==> src/rtl/calc_pkg.sv <==
// Shared types and constants for the calculator button-pattern decoder.
// The op codes are named after the button pattern that each one regenerates.
package calc_pkg;

    typedef logic [3:0] op_t;
    typedef logic [2:0] btn_pat_t;   // {btnl, btnc, btnr}

    localparam op_t OP_NONE = 4'b0000;
    localparam op_t OP_R    = 4'b0001;
    localparam op_t OP_C    = 4'b0010;
    localparam op_t OP_CR   = 4'b0110;
    localparam op_t OP_L    = 4'b0100;
    localparam op_t OP_LR   = 4'b1001;
    localparam op_t OP_LC   = 4'b1010;
    localparam op_t OP_LCR  = 4'b0101;

    typedef enum logic [1:0] {
        ST_IDLE = 2'd0,
        ST_HOLD = 2'd1,
        ST_GAP  = 2'd2
    } state_t;

    localparam logic [7:0] ERR_CNT_MAX = 8'd255;

endpackage

==> src/rtl/calc_dec_if.sv <==
// Operation handshake between the op source and the decoder.
interface calc_dec_if;
    import calc_pkg::*;

    logic op_valid;
    op_t  op;
    logic op_ready;

    modport master (output op_valid, output op, input op_ready);
    modport slave  (input op_valid, input op, output op_ready);

endinterface

==> src/rtl/calc_dec_lut.sv <==
// Combinational op-code to button-pattern lookup.
// Every code that is not listed decodes as illegal, with an all-zero pattern.
module calc_dec_lut
    import calc_pkg::*;
(
    input  op_t      op,
    output logic     legal,
    output btn_pat_t pat
);

    always_comb begin
        legal = 1'b1;
        pat   = 3'b000;
        case (op)
            OP_NONE: pat = 3'b000;
            OP_R:    pat = 3'b001;
            OP_C:    pat = 3'b010;
            OP_CR:   pat = 3'b011;
            OP_L:    pat = 3'b100;
            OP_LR:   pat = 3'b101;
            OP_LC:   pat = 3'b110;
            OP_LCR:  pat = 3'b111;
            default: legal = 1'b0;
        endcase
    end

endmodule

==> src/rtl/calc_dec.sv <==
// Regenerates a timed button pulse from an ALU op code, followed by an idle gap.
// Illegal codes are dropped and counted in a sticky error flag and a saturating counter.
//
// state | meaning
// IDLE  | op_ready high, waiting for an op
// HOLD  | driving the latched pattern for PULSE_CYCLES cycles
// GAP   | buttons low for GAP_CYCLES cycles before the next op
module calc_dec
    import calc_pkg::*;
#(
    parameter int unsigned PULSE_CYCLES = 4,
    parameter int unsigned GAP_CYCLES   = 2
)
(
    input  logic            clk,
    input  logic            rst,
    calc_dec_if.slave       bus,
    input  logic            err_clr,
    output logic            btnl,
    output logic            btnc,
    output logic            btnr,
    output logic            busy,
    output logic            err,
    output logic [7:0]      err_cnt
);

    // Down-counter reload values: the phase ends when the counter reaches zero.
    localparam logic [7:0] PULSE_LAST = 8'(PULSE_CYCLES - 1);
    localparam logic [7:0] GAP_LAST   = 8'(GAP_CYCLES - 1);

    state_t     state, state_nxt;
    logic [7:0] cnt, cnt_nxt;
    btn_pat_t   btn_q, btn_nxt;
    logic       busy_nxt;
    logic       err_nxt;
    logic [7:0] err_cnt_nxt;

    logic       lut_legal;
    btn_pat_t   lut_pat;
    logic       accept;
    logic       bad_accept;

    calc_dec_lut u_lut (
        .op    (bus.op),
        .legal (lut_legal),
        .pat   (lut_pat)
    );

    assign bus.op_ready = (state == ST_IDLE);
    assign accept       = bus.op_valid && bus.op_ready;
    assign bad_accept   = accept && !lut_legal;

    always_comb begin
        state_nxt   = state;
        cnt_nxt     = cnt;
        btn_nxt     = 3'b000;
        err_nxt     = err;
        err_cnt_nxt = err_cnt;

        unique case (state)
            ST_IDLE: begin
                if (accept && lut_legal) begin
                    state_nxt = ST_HOLD;
                    cnt_nxt   = PULSE_LAST;
                    btn_nxt   = lut_pat;
                end
            end
            ST_HOLD: begin
                if (cnt == 8'd0) begin
                    if (GAP_CYCLES == 0) begin
                        state_nxt = ST_IDLE;
                    end else begin
                        state_nxt = ST_GAP;
                        cnt_nxt   = GAP_LAST;
                    end
                end else begin
                    cnt_nxt = cnt - 8'd1;
                    btn_nxt = btn_q;
                end
            end
            ST_GAP: begin
                if (cnt == 8'd0) begin
                    state_nxt = ST_IDLE;
                end else begin
                    cnt_nxt = cnt - 8'd1;
                end
            end
            default: state_nxt = ST_IDLE;
        endcase

        // A clear in the same cycle as an illegal code leaves exactly that one counted.
        if (err_clr) begin
            err_nxt     = bad_accept;
            err_cnt_nxt = {7'd0, bad_accept};
        end else if (bad_accept) begin
            err_nxt = 1'b1;
            if (err_cnt != ERR_CNT_MAX) begin
                err_cnt_nxt = err_cnt + 8'd1;
            end
        end

        busy_nxt = (state_nxt != ST_IDLE);
    end

    always_ff @(posedge clk or posedge rst) begin
        if (rst) begin
            state   <= ST_IDLE;
            cnt     <= 8'd0;
            btn_q   <= 3'b000;
            busy    <= 1'b0;
            err     <= 1'b0;
            err_cnt <= 8'd0;
        end else begin
            state   <= state_nxt;
            cnt     <= cnt_nxt;
            btn_q   <= btn_nxt;
            busy    <= busy_nxt;
            err     <= err_nxt;
            err_cnt <= err_cnt_nxt;
        end
    end

    assign {btnl, btnc, btnr} = btn_q;

endmodule
==> src/flat_wrapper.sv <==
// flat-port wrapper written by rule: the top's interface ports become plain ports
module calc_dec_flat import calc_pkg::*;
#(
    parameter int unsigned PULSE_CYCLES = 4,
    parameter int unsigned GAP_CYCLES   = 2
)
  (clk, rst, err_clr, btnl, btnc, btnr, busy, err, err_cnt, bus_op_valid, bus_op, bus_op_ready);
  calc_dec_if bus_i ();
  input  logic clk;
  input  logic rst;
  input  logic err_clr;
  output logic btnl;
  output logic btnc;
  output logic btnr;
  output logic busy;
  output logic err;
  output logic [7:0] err_cnt;
  input wire logic [$bits(bus_i.op_valid)-1:0] bus_op_valid;
  input wire logic [$bits(bus_i.op)-1:0] bus_op;
  output wire logic [$bits(bus_i.op_ready)-1:0] bus_op_ready;
  assign bus_i.op_valid = bus_op_valid;
  assign bus_i.op = bus_op;
  assign bus_op_ready = bus_i.op_ready;
  calc_dec #(.PULSE_CYCLES(PULSE_CYCLES), .GAP_CYCLES(GAP_CYCLES)) u_core (.clk(clk), .rst(rst), .bus(bus_i), .err_clr(err_clr), .btnl(btnl), .btnc(btnc), .btnr(btnr), .busy(busy), .err(err), .err_cnt(err_cnt));
endmodule
==> config.mk <==
export PLATFORM = sky130hd
export DESIGN_NAME = calc_dec_flat
export DESIGN_NICKNAME = d
export VERILOG_FILES = /design/src/rtl/calc_pkg.sv /design/src/rtl/calc_dec_if.sv /design/src/rtl/calc_dec_lut.sv /design/src/rtl/calc_dec.sv /design/src/flat_wrapper.sv
export SDC_FILE = /design/constraint.sdc
export NUM_CORES = 1
export LEC_CHECK = 0
export ABC_AREA = 0
export CORE_MARGIN = 3
export CORE_UTILIZATION = 45
export DETAILED_ROUTE_END_ITERATION = 7
export DONT_BUFFER_PORTS = 1
export PLACE_DENSITY = 0.58
export SLEW_MARGIN = 10
export SYNTH_ARGS = -nofsm -noshare
export SYNTH_HDL_FRONTEND = slang
export SYNTH_SLANG_ARGS = --single-unit
==> constraint.sdc <==
create_clock -name clk -period 3.65 [get_ports clk]
set_clock_uncertainty 0.2 [all_clocks]
set_input_delay 0.73 -clock clk [delete_from_list [all_inputs] [get_ports clk]]
set_output_delay 0.73 -clock clk [all_outputs]
set_load 0.01 [all_outputs]
==> results.cfg, run 1 <==
[status]
status = complete, no violations

[layout]
diodes = 0
synthToLayoutAreaGrowth_pct = 4.35
drive_above_1_share_pct = 5.06
final_common_cell = dfrtp_1
final_cell_mix = dfrtp_1, a21oi_1, nand2_1, nor2_1, inv_1
instances_no_fill = 202
nNetsFinal = 173

[routing]
drt_wl_total_um = 3180
drt_pass1_iterations = 4
viasPerCell = 6.29
drt_iter0_drc = 58
num_vias = 1270
wl_per_cell_um = 15.7
route.detailed.drc = 0
ant_nets = 0

[yosys]
ys_seq_area_share_pct = 39.2
syn_nets = 172
syn_inst = 158
synth_area_per_cell_sq_um = 9.29
synth_cell_types = 45
yosysWarnings = 0
synthArstFlopShare_pct = 100
ys_ff_latch = 23
synth_edf_count = 0
ys.flop_type = dfrtp_1
netlist_area_sq_um = 1470

[sta]
fin_ws_ns = 1.07
slew_headroom_pct = 39.3
rsz0062_at_grt = false
tightestPinTransition_ns = 0.910
hold_viol_final = 0
setup_viol = 0
post-route-period-util_pct = 70.8
hold_slack_ns = 0.251
setup-tns-final_ns = 0
fin_crit_ns = 2.58
fmax_mhz = 387
finalMaxSlewViolations = 0

[cts]
cts.clk_slew.worst_paths_ns = 0.14
clock_latency_ns = 0.31
cts_buffers = 3
clockBufferDepth = 2
tritoncts = yes
postCtsSetupRepairBufs = 0
cts.sinks = 23
cts-htree-levels = 1
cts_resized = 0
ctsRootBufferMaster = clkbuf_4
holdBufCountCts = 0

[run]
cap_violations = 0

[placement]
dp_slack_ns = 1.12
port_buffers = 0
placed_cells = 198
dp_hpwl_um = 2240
gp_congestion = 0.837

[worst_setup_path]
slowest_stage = a2111oi_4
start_kind = register
cp.arrival_ns = 2.65
crit_chain = inv_1 -> ha_1 -> and2_1 -> a2111oi_4 -> and2_0 -> a32o_1
cp.required_ns = 3.71
critPathMaxFanout = 10
critPathKind = register to register
cpPeakStageDelay_ns = 0.62
endpoint_kind = register

[floorplan]
placementRows = 20
fp.dieH_um = 63.1
start_util_pct = 47.7
die_w_um = 63.1
die_area_sq_um = 3980
core_sq_um = 3080
ioPinCount = 22

[global_route]
grt_pass1_wl_um = 5610
grt_max_degree = 24
grtUsageTotal_pct = 17.0
globalRoute.totalOverflow = 0
grt_pass1_vias = 1191
antenna_found_initial = 0

[hold_path]
hold_path.class = primary input to register

[power_and_ir_drop]
p_per_area_nw_per_um2 = 616
finalPower_uw = 943
peakVddDrop_mv = 0.226
p_leak_uw = 0.000633
==> kinds of logic (layout without fill, tap and decap cells) <==
| group | after synthesis | in the layout | share of synthesized area [%] |
|---|---|---|---|
| AO/OA/AOI/OAI | 55 | 55 | 27.3 |
| adder cells (fa/ha/maj) | 6 | 6 | 5.11 |
| buffers and inverters | 12 | 12 | 3.24 |
| flip-flops | 23 | 23 | 39.2 |
| AND/OR/NAND/NOR | 62 | 62 | 25.2 |
==> through the flow <==
stage	util, %	cell area [sq um]
6_report	49.8	1530
5_1_grt	49.8	1530
3_3_place_gp	48.9	1510
4_1_cts	49.8	1530
2_1_floorplan	-	1470
3_5_place_dp	48.9	1510
==> cell usage after synthesis, types with 4 or more instances <==
master    count  share of area (%)
a21o_1        4                2.0
a21oi_1      13                4.4
a32o_1        5                3.4
dfrtp_1      23                 39
ha_1          6                5.1
inv_1         8                2.0
nand2_1      10                2.6
nand3_1       5                1.7
nor2_1        9                2.3
nor2b_1       7                3.0
nor3_1        7                2.4
o211ai_1      5                2.6
o21ai_0       7                2.4
or4_1         5                2.6
==> report_power, final <==
| part | leakage [uW] | internal, uW | switching, uW |
|---|---|---|---|
| clock network | 0.0000150 | 42.7 | 79.5 |
| registers | 0.000307 | 306 | 67.0 |
| logic | 0.000311 | 179 | 269 |
==> final timing paths <==
path	start	to	slack, ns	cells after the start
hold reg to reg	u_core.btn_q[0]	u_core.btn_q[0]	0.38	2
hold / removal	err_clr	u_core.err_cnt[6]	0.25	1
min in group asynchronous	rst	u_core.err_cnt[2]	0.28	1
setup reg to reg	u_core.state[1]	u_core.cnt[5]	1.07	6
max in group asynchronous	rst	u_core.cnt[1]	2.41	1
setup / recovery	u_core.state[1]	u_core.cnt[5]	1.07	6
==> cell type report <==
class	instances	area (sq um)
Inverter	8	30.0
Sequential cell	23	576
Clock buffer	4	26.3
Fill cell	293	1550
Tap cell	44	55.1
Multi-Input combinational cell	123	845
==> sequential cells by signal, summed over array words and instances, names as in the netlist <==
register	flops
u_core.err_cnt	8
u_core.busy	1
u_core.err	1
u_core.state	2
u_core.cnt	8
u_core.btn_q	3
==> critical path: cells and delay by family, from the launching register on <==
family / cells / cell delay, ns
AO/OA/AOI/OAI: 2 / 0.85
AND/OR/NAND/NOR: 2 / 0.66
flip-flops: 1 / 0.44
adder cells (fa/ha/maj): 1 / 0.29
buffers and inverters: 1 / 0.11
==> routing by layer <==
layer  global-route usage (%)  part of all wire (%)
met1                     23.6                    47
met4                     6.06                   1.1
met2                     26.1                    46
met5                        0                     0
met3                     3.74                   5.8
Power figures use the tool's default switching activity.
==> inputs of run 2 (changes only) <==
==> constraint.sdc (replaced) <==
create_clock -name clk -period 2.55 [get_ports clk]
set_clock_uncertainty 0.2 [all_clocks]
set_input_delay 0.51 -clock clk [delete_from_list [all_inputs] [get_ports clk]]
set_output_delay 0.51 -clock clk [all_outputs]
set_load 0.01 [all_outputs]
==> run 2 against run 1 <==
Hold slack worse by 0.23 ns. First-iteration DRC count is 36% higher. Flip-flop and latch count stayed put. Non-clock buffer count is 5 higher. Die area stayed put. Routed wire length is 1.0% higher. Cell area is 3.0% higher. Worst setup slack worse by 0.80 ns. Clock power is 48% higher. Critical endpoint is now u_core.err_cnt[6]. Largest cell class unchanged. Largest power group unchanged. Highest routed layer unchanged.
==> results.cfg, run 2 (same netlist as run 1, synthesis figures left out) <==
[status]
status = complete, no violations

[placement]
dp_hpwl_um = 2240
placed_cells = 201
port_buffers = 0
gp_congestion = 0.794

[cts]
tritoncts = yes
clock_latency_ns = 0.33
cts_buffers = 3
clockBufferDepth = 2
ctsRootBufferMaster = clkbuf_4
cts_resized = 0
cts-htree-levels = 1
holdBufCountCts = 1
cts.sinks = 23
cts.clk_slew.worst_paths_ns = 0.14
postCtsSetupRepairBufs = 0

[sta]
finalMaxSlewViolations = 0
post-route-period-util_pct = 89.5
tightestPinTransition_ns = 0.628
setup_viol = 0
rsz0062_at_grt = false
setup-tns-final_ns = 0
hold_slack_ns = 0.0188
hold_viol_final = 0
fin_crit_ns = 2.28
slew_headroom_pct = 57.7
fmax_mhz = 438

[run]
cap_violations = 0

[global_route]
grtUsageTotal_pct = 16.8
globalRoute.totalOverflow = 0
grt_max_degree = 24
grt_pass1_vias = 1141
grt_pass1_wl_um = 5440
antenna_found_initial = 0

[routing]
ant_nets = 0
drt_wl_total_um = 3210
route.detailed.drc = 0
viasPerCell = 6.06
wl_per_cell_um = 15.5
drt_iter0_drc = 79
num_vias = 1255
drt_pass1_iterations = 4

[layout]
diodes = 0
instances_no_fill = 207
final_cell_mix = dfrtp_1, a21oi_1, nand2_1, nor2_1, inv_1
final_common_cell = dfrtp_1
multi_input_area_sq_um = 845
synthToLayoutAreaGrowth_pct = 7.50
drive_above_1_share_pct = 7.36
seqCellArea_sq_um = 576
num-fill-cells = 287
nNetsFinal = 178
largest_registers = u_core.cnt (8), u_core.err_cnt (8), u_core.btn_q (3)

[worst_setup_path]
cp.required_ns = 2.62
rr_worst_depth = 6
endpoint_kind = register
start_kind = register
cp.arrival_ns = 2.35
critPathKind = register to register
critPathMaxFanout = 14

[hold_path]
holdPathStages = 1
hold_path.class = primary input to register

[power_and_ir_drop]
p_leak_uw = 0.000654
peakVddDrop_mv = 0.283
p_per_area_nw_per_um2 = 876

[floorplan]
die_area_sq_um = 3980
core_sq_um = 3080
fp.dieH_um = 63.1
placementRows = 20
die_w_um = 63.1
ioPinCount = 22
start_util_pct = 47.7
[run 2: cell count changes in the layout (fill, tap and decap cells not counted), sizes merged]
cell,previous run,this run
buf,0,3
clkinvlp,0,1
dlygate4sd3,0,2
clkbuf,4,3
[run 2: report_power, final]
| group | internal [uW] | switching, uW | leakage [uW] | total, uW |
|---|---|---|---|---|
| registers | 438 | 97.0 | 0.000307 | 535 |
| clock network | 60.1 | 121 | 0.0000139 | 181 |
| logic | 275 | 391 | 0.000333 | 665 |
[run 2: cell type report]
class                           instances  share of cell area (%)
Sequential cell                        23                    36.5
Inverter                                8                    1.90
Multi-Input combinational cell        123                    53.5
Tap cell                               44                    3.49
Clock inverter                          1                   0.476
Clock buffer                            3                    1.43
Timing Repair Buffer                    5                    2.70
[run 2: critical path: stages, from the launching register on]
cell and delay, ns:
dfrtp_1 0.45, inv_1 0.12, ha_1 0.32, nand2_1 0.14
a21o_1 0.31, or4_1 0.54, a21oi_1 0.15
[run 2: stage by stage]
stage	utilization (%)	setup WS [ns]	instance area (sq um)	total power, uW
after floorplan	-	0.383	1470	1050
after global placement	49.6	0.312	1530	1190
after detailed placement	49.6	0.286	1530	1200
after CTS	50.9	0.266	1570	1390
after global routing	51.3	0.0594	1580	1490
final	51.3	0.267	1580	1380
[run 2: worst paths after layout]
check / slack [ns] / endpoint / from
min in group asynchronous: 0.44 / u_core.err_cnt[2] / rst
max reg2reg: 0.27 / u_core.err_cnt[6] / u_core.state[1]
min: 0.02 / u_core.err_cnt[6] / err_clr
max: 0.27 / u_core.err_cnt[6] / u_core.state[1]
max in group asynchronous: 1.46 / u_core.state[0] / rst
min reg2reg: 0.37 / u_core.btn_q[1] / u_core.btn_q[1]
[run 2: metal layers]
| metal | share of wire, % | global-route usage [%] | vias up |
|---|---|---|---|
| li1 | - | - | 623 |
| met1 | 47 | 22.8 | 598 |
| met2 | 47 | 26.1 | 28 |
| met3 | 5.3 | 4.46 | 6 |
| met4 | 1.2 | 4.96 | 0 |
| met5 | 0 | 0 | - |
